### src/rtl/fifo_nway.sv
// Multi-lane circular FIFO: up to IN_WAYS enqueues and OUT_WAYS dequeues per clock.
// Defining FIFO_NWAY_BYPASS_EN lets input lanes reach the outputs combinationally while the FIFO is empty.
module fifo_nway #(
    parameter int WIDTH    = 32,
    parameter int NUM      = 8,
    parameter int IN_WAYS  = 2,
    parameter int OUT_WAYS = 2
) (
    input  logic                      clk,
    input  logic                      rst,
    input  logic                      IN_flush,
    output logic [$clog2(NUM):0]      free,
    input  logic [IN_WAYS-1:0]        IN_valid,
    input  logic [IN_WAYS*WIDTH-1:0]  IN_data,
    output logic                      OUT_ready,
    output logic [OUT_WAYS-1:0]       OUT_valid,
    output logic [OUT_WAYS*WIDTH-1:0] OUT_data,
    input  logic [OUT_WAYS-1:0]       IN_ready
);

    localparam int IDX_W    = $clog2(NUM);
    localparam int CNT_W    = IDX_W + 1;
    localparam int BYP_WAYS = (IN_WAYS < OUT_WAYS) ? IN_WAYS : OUT_WAYS;

    logic [WIDTH-1:0] mem_q [NUM];
    logic [WIDTH-1:0] mem_d [NUM];
    logic [IDX_W-1:0] head_q, head_d;
    logic [IDX_W-1:0] tail_q, tail_d;
    logic [CNT_W-1:0] count_q, count_d;

    logic [CNT_W-1:0] n_in;
    logic [CNT_W-1:0] n_deq;
    logic [CNT_W-1:0] n_enq;
    logic [CNT_W-1:0] n_byp;
    logic             byp_on;
    logic             run;

    assign free = CNT_W'(NUM) - count_q;

    always_comb begin
        n_in = '0;
        for (int k = 0; k < IN_WAYS; k++) begin
            n_in = n_in + CNT_W'(IN_valid[k]);
        end
    end

    always_comb begin
        byp_on = 1'b0;
`ifdef FIFO_NWAY_BYPASS_EN
        byp_on = (count_q == '0) && !IN_flush && !rst;
`endif
        OUT_valid = '0;
        OUT_data  = '0;
        for (int j = 0; j < OUT_WAYS; j++) begin
            OUT_valid[j]                = (CNT_W'(j) < count_q);
            OUT_data[j*WIDTH +: WIDTH] = mem_q[head_q + IDX_W'(j)];
        end
        if (byp_on) begin
            for (int j = 0; j < BYP_WAYS; j++) begin
                OUT_valid[j]                = IN_valid[j];
                OUT_data[j*WIDTH +: WIDTH] = IN_data[j*WIDTH +: WIDTH];
            end
        end
    end

    // Only the leading run of valid&ready lanes is consumed, keeping output order intact.
    always_comb begin
        n_deq = '0;
        run   = 1'b1;
        for (int j = 0; j < OUT_WAYS; j++) begin
            if (run && OUT_valid[j] && IN_ready[j]) begin
                n_deq = n_deq + CNT_W'(1);
            end else begin
                run = 1'b0;
            end
        end
        n_byp = byp_on ? n_deq : '0;
    end

    assign OUT_ready = ({1'b0, n_in} <= ({1'b0, free} + {1'b0, n_deq}));
    assign n_enq     = OUT_ready ? n_in : '0;

    always_comb begin
        mem_d   = mem_q;
        head_d  = head_q + (n_deq[IDX_W-1:0] - n_byp[IDX_W-1:0]);
        tail_d  = tail_q + (n_enq[IDX_W-1:0] - n_byp[IDX_W-1:0]);
        count_d = count_q + n_enq - n_deq;
        // Bypassed lanes are never stored; later lanes pack down starting at tail.
        for (int k = 0; k < IN_WAYS; k++) begin
            if (OUT_ready && IN_valid[k] && !IN_flush && (CNT_W'(k) >= n_byp)) begin
                mem_d[tail_q + IDX_W'(k) - n_byp[IDX_W-1:0]] = IN_data[k*WIDTH +: WIDTH];
            end
        end
        if (IN_flush) begin
            head_d  = '0;
            tail_d  = '0;
            count_d = '0;
        end
    end

    always_ff @(posedge clk) begin
        if (rst) begin
            head_q  <= '0;
            tail_q  <= '0;
            count_q <= '0;
        end else begin
            head_q  <= head_d;
            tail_q  <= tail_d;
            count_q <= count_d;
        end
    end

    always_ff @(posedge clk) begin
        mem_q <= mem_d;
    end

endmodule
### config.mk
export PLATFORM = sky130hd
export DESIGN_NAME = fifo_nway
export DESIGN_NICKNAME = d
export VERILOG_FILES = /design/src/rtl/fifo_nway.sv
export SDC_FILE = /design/constraint.sdc
export NUM_CORES = 1
export LEC_CHECK = 0
export ABC_CLOCK_PERIOD_IN_PS = 5300
export BUFFER_PORTS_ARGS = -buffer_cell sky130_fd_sc_hd__buf_2
export CORE_MARGIN = 3
export CORE_UTILIZATION = 50
export CTS_CLUSTER_DIAMETER = 40
export CTS_CLUSTER_SIZE = 24
export DETAILED_ROUTE_END_ITERATION = 8
export GPL_TIMING_DRIVEN = 0
export PLACE_DENSITY = 0.69
export SLEW_MARGIN = 20
export SYNTH_ARGS = -nofsm -noshare
export SYNTH_HDL_FRONTEND = slang
export SYNTH_SLANG_ARGS = --single-unit
### constraint.sdc
create_clock -name clk -period 5.3 [get_ports clk]
set_clock_uncertainty 0.1 [all_clocks]
set_input_delay 0.265 -clock clk [delete_from_list [all_inputs] [get_ports clk]]
set_output_delay 0.265 -clock clk [all_outputs]
set_load 0.005 [all_outputs]
# [Yosys cells after proc, flatten, opt, wreduce, memory -nomap -nowiden]
# Index checks and enable logic that the tools add are counted.
[word_totals] register_bits=266 in_bits=71 output_inout_bits=71 elab_cells=63
[op_classes] addsub=10 magnitude_cmp=9 n_mux=18 bitwise=4 reduce_logical=11
[ops] op="256-bit bitwise mux" count=2
[ops] op="256-bit two-way mux" count=2
[ops] op="32-bit binary-select mux with 3-bit select" count=2
[ops] op="32-bit demux with 3-bit select" count=2
[ops] op="32-bit two-way mux" count=6
[ops] op="4-bit greater-or-equal comparator, second input constant" count=4
[ops] op="3-bit NOT with 4-bit output" count=4
[ops] op="1-bit logical AND" count=9
[ops] op="1-bit by 4-bit < comparator with 1-bit output, first input constant" count=2
[ops] op="4-bit by 1-bit < comparator with 1-bit output, second input constant" count=2
[ops] op="3-bit by 1-bit adder with 3-bit output, second input constant" count=2
[ops] op="4-bit by 4-bit adder with 5-bit output" count=1
[ops] op="2-bit by 5-bit less-or-equal comparator with 1-bit output" count=1
[ops] op="4-bit by 1-bit adder with 4-bit output, second input constant" count=1
[ops] op="4-bit by 2-bit adder with 4-bit output" count=1
[ops] op="4-bit two-way mux" count=1
[ops] op="4-bit subtractor" count=1
[ops] op="4-bit subtractor, first input constant" count=1
[ops] op="3-bit by 2-bit adder with 3-bit output" count=1
[ops] op="3-bit adder" count=1
[ops] op="1-bit by 1-bit adder with 2-bit output" count=1
[ops] op="1-bit two-way mux" count=2
[ops] op="2-bit two-way mux" count=1
[ops] op="2-bit OR reduction" count=1
[ops] op="1-bit zero test" count=1

# [Longest topological paths before layout]
[logic_depth] depth_word=13 depth_mapped=24

# [Least setup slack after synthesis]
# Ideal clock, no wire load.
[synth_timing] kind="register -> register" from="register count_q[1]" to="register count_q[3]" arrival_time_ps=4642 setup_slack_ps=441 path_stages_with_launch=25 n_path_buf=2 path_cell_list="dfxtp_1 inv_1 ha_1 nand2_1 and2_1 and3_1 ha_1 ha_1 inv_1 fa_1 ha_1 nor2b_1 a2bb2oi_2 and3_1 buf_2 inv_2 buf_2 nand2_1 fa_1 inv_1 ha_1 a21o_1 a21oi_1 xnor2_1 nor2_1"
[synth_between] elab_chain_cells=11 elab_cells_between_ends=15 classes_between="add/sub: 5; order compare: 3; mux: 4; reduce/logical: 3"
[synth_rtl] element="from (decl)" line="29" text="logic [CNT_W-1:0] count_q, count_d;"
[synth_rtl] element="from (signal assigned)" line="109" text="count_q <= count_d;"
[synth_rtl] element="1-bit by 4-bit < comparator with 1-bit output (*)" line="55" text="OUT_valid[j] = (CNT_W'(j) < count_q);"
[synth_rtl] element="via OUT_valid[0]" line="16" text="output logic [OUT_WAYS-1:0] OUT_valid,"
[synth_rtl] element="1-bit logical AND (*)" line="71" text="if (run && OUT_valid[j] && IN_ready[j]) begin"
[synth_rtl] element="branches (longest 3 deep; another with 4-bit by 1-bit adder with 4-bit output)"
[synth_rtl] element="4-bit two-way mux (*)" line="71"
[synth_rtl] element="4-bit by 4-bit adder with 5-bit output (*)" line="80" text="assign OUT_ready = ({1'b0, n_in} <= ({1'b0, free} + {1'b0, n_deq}));"
[synth_rtl] element="2-bit by 5-bit less-or-equal comparator with 1-bit output (*)" line="80"
[synth_rtl] element="via OUT_ready" line="15" text="output logic OUT_ready,"
[synth_rtl] element="2-bit two-way mux (*)" line="81" text="assign n_enq = OUT_ready ? n_in : '0;"
[synth_rtl] element="4-bit by 2-bit adder with 4-bit output (*)" line="87" text="count_d = count_q + n_enq - n_deq;"
[synth_rtl] element="4-bit subtractor (*)" line="87"
# Mark *: on every way through the listed nets, which the timed path passes.
# A chain may end at the register's enable or synchronous reset.

# [Final worst setup path]
[layout_timing] from="register count_q[1]" to="register count_q[3]"
[layout_between] elab_chain_cells=11 elab_cells_between_ends=15 classes_between="add/sub: 5; order compare: 3; mux: 4; reduce/logical: 3"
[layout_rtl] element="branches (longest 10 deep; another with 4-bit by 4-bit adder with 5-bit output)"
[layout_rtl] element="4-bit subtractor (*)" line="87"
# Mark *: on every way between the ends.

==> results.toml <==
[clock_network]
tritoncts = "yes"
clk_latency_ps = 540
cts_num_sinks = 266
htreeDepth = 2
clk_pin_slew_ps = 50
numCtsBuffers = 44
cts-root-buf = "clkbuf_16"
clock_path_buffers = 3

[sta]
slew_headroom_pct = 27.5
slew_violations = 0
post-route-min-period_ps = 5030
fin_crit_sh_pct = 94.8
finalHoldViolCount = 0
final.setup.tns_ps = 0
timing.fmax_mhz = 199
rsz0062_at_grt = "no"
finalSetupViolCount = 0
max_slew.worst_pin.slew_ps = 1090

[floorplan]
io-pin-count = 142
die_h_um = 182
die_area_sq_um = 33000
initial_core_util_pct = 51.3
die_w_um = 182
rows = 63
core_sq_um = 30000

[grt]
grt-ovfl-total = 0
grt_pass1_wl_mm = 88.3
grt_use_total_pct = 35.0
grt_max_degree = 13
antenna_found_initial = 0
first_global_vias = 14623

[logic_synthesis]
synth_top_family_by_area = "compound AO/OA/AOI/OAI gates"
synth_area_leader_cell = "dfxtp_1"
avgSynthCellArea_sq_um = 11.2
netlist-cell-type-count = 45
netlist_instances = 1377
synth_top_cell_area_share_pct = 34.6
synth.net_count = 1469
synth-simple-area-share_pct = 5.43
yosysWarningCount = 0
synth_edf_count = 0
ys.flop_type = "dfxtp_1"
synth_area_leaders = "dfxtp_1 (35%), mux4_2 (19%), o22a_1 (14%)"
synth-async-reset-ratio_pct = 0
synth_compound_area_share_pct = 27.9
synth.cell_area_sq_um = 15400
synthAdderAreaFrac_pct = 1.95
synthMuxAreaShare_pct = 23.5
yosys_register_bits = 266
synth-seq-area-share_pct = 34.6
synth_xor_area_share_pct = 0.560

[power_and_ir_drop]
intPower_mw = 7.75
switching_power_mw = 5.01
combinationalPowerShare_pct = 48.9
vdd_ir_drop_max_mv = 0.468
total_power_mw = 12.8
power_leakage_nw = 6.39
pwr_density_cell_nw_per_um2 = 700
clockPowerShare_pct = 24.1
p_seq_share_pct = 27.0
swShare_pct = 39.2

[hold_path]
hold_class = "in2reg"

[routing]
antenna_left = 0
wire_per_inst_um = 30.1
drt-initial-drc-count = 2229
viasPerCell = 7.34
wl_mm = 59.9
drc = 0
first_pass_iters = 6
vias = 14614

[critical_path]
cp.arrival_ps = 5350
crit_required_ps = 5620
critPathMaxFanout = 11
crit_buf_inv = 5
crit_chain = "inv_1, ha_1, nand2_1, and2_1, and3_1, ha_4, ha_1, inv_1, fa_1, ha_1, nor2b_2, a2bb2oi_4, and3_1, clkbuf_4, inv_6, nand2_1, fa_1, inv_1, ha_1, a21o_1, a21oi_1, xnor2_1, nor2_1"
worst_path_max_delay_cell = "fa_1"
crit_type = "reg2reg"
crit_path_end_kind = "flop"
max_stage_delay_ps = 510
critPathLaunchType = "flop"
cpMostUsedCell = "ha_1"
cp_top_family = "adder cells"

[placed_design]
io_buffers = 141
placed_cell_area_sq_um = 16600
gp_congestion = 0.944
dp_hpwl_mm = 39.2

[layout]
area_delta_synth_final_pct = 18.3
diodes = 0
drive_gt1_share_pct = 33.3
fin_nets = 1656
layout_commonest_cell = "dfxtp_1"
multi_input_comb_area_sq_um = 9170
layout_common_cells = "dfxtp_1 (266), a22oi_1 (240), o22a_1 (240), buf_2 (214), mux4_2 (128)"
nFillCells = 2509
finalInstanceArea_sq_um = 18200
regArea_sq_um = 5330

[job]
maxCapViolCount = 0

[outcome]
run_status = "finished, final reports clean"
layer usage:
| layer | GRT usage [%] | wire [um] | vias up |
|---|---|---|---|
| met1 | 45.0 | 22500 | 7137 |
| li1 | - | - | 5994 |
| met5 | 0.889 | 52 | - |
| met4 | 18.4 | 3380 | 2 |
| met2 | 53.3 | 26400 | 1205 |
| met3 | 10.4 | 7640 | 276 |
kinds of logic after synthesis:
group	count (synthesis)
multiplexers	193
AO/OA/AOI/OAI	524
XOR/XNOR	9
buffers and inverters	179
flip-flops	266
adder cells (fa/ha/maj)	21
AND/OR/NAND/NOR	185
worst register-to-register path, stage by stage, from the launching register on:
cell and delay (ps):
dfxtp_1 320, inv_1 120, ha_1 200, nand2_1 70, and2_1 190, and3_1 200
ha_4 290, ha_1 170, inv_1 70, fa_1 480, ha_1 350, nor2b_2 180
a2bb2oi_4 170, and3_1 170, clkbuf_4 210, inv_6 140, nand2_1 100, fa_1 510
inv_1 60, ha_1 270, a21o_1 170, a21oi_1 190, xnor2_1 140, nor2_1 50
sequential cells by signal, indices dropped and copies added (netlist names):
| signal | flops |
|---|---|
| mem_q | 256 |
| head_q | 3 |
| count_q | 4 |
| tail_q | 3 |
power groups by stage:
stage | clock network, mW | registers, mW | logic [mW]
finish | 3.07 | 3.45 | 6.24
global route | 3.16 | 3.52 | 6.49
CTS | 3.07 | 3.40 | 6.07
detailed placement | 0 | 3.44 | 5.97
global placement | 0 | 3.38 | 5.89
floorplan | 0 | 3.23 | 4.15
worst paths after layout:
path	startpoint	to	slack, ps	cells after the start
hold reg to reg	mem_q[61]	mem_q[61]	400	1
setup reg to reg	count_q[1]	count_q[3]	270	23
hold / removal	rst	tail_q[0]	10	3
setup / recovery	count_q[1]	count_q[3]	270	23
metrics by stage:
step / utilization, % / worst slack [ps] / hold WS (ps) / cells
detailed placement: 55.3 / -169 / 387 / 1908
global placement: 55.3 / -38.0 / 378 / 1908
finish: 60.7 / 275 / 12.2 / 1990
CTS: 60.6 / 60.0 / 12.1 / 1991
global route: 60.7 / 18.5 / 31.8 / 1990
floorplan: - / 441 / 370 / 1377
timing repair:
action	in CTS	in global routing
hold buffers	0	0
pin swaps	1	0
gates resized for setup	1	6
setup endpoints to repair	1	2
setup buffers	1	0
cell type report:
type	count	share of cell area (%)
Tap cell	390	2.68
Buffer	161	4.78
Clock buffer	55	6.83
Multi-Input combinational cell	932	50.3
Sequential cell	266	29.2
Timing Repair Buffer	142	3.91
Clock inverter	27	1.87
Inverter	17	0.378
cells in the mapped netlist (2+ instances only):
cell type  instances
xor2_1             3
o22a_1           240
nor2_1           127
or4bb_1            2
clkbuf_1          58
buf_1              3
xnor2_1            5
nand2b_1           4
dfxtp_1          266
o22ai_1           16
a2bb2oi_1         16
fa_1               5
mux4_2           128
nand3_1            8
buf_4              3
nor4bb_1           2
a22oi_1          240
mux2_2            64
or2_2              4
inv_1             16
buf_6             21
a32oi_2            7
buf_2             75
clkbuf_2           2
nand2_1           16
and3_1             2
ha_1              16
and2_1            11
Power figures use the tool's default switching activity.
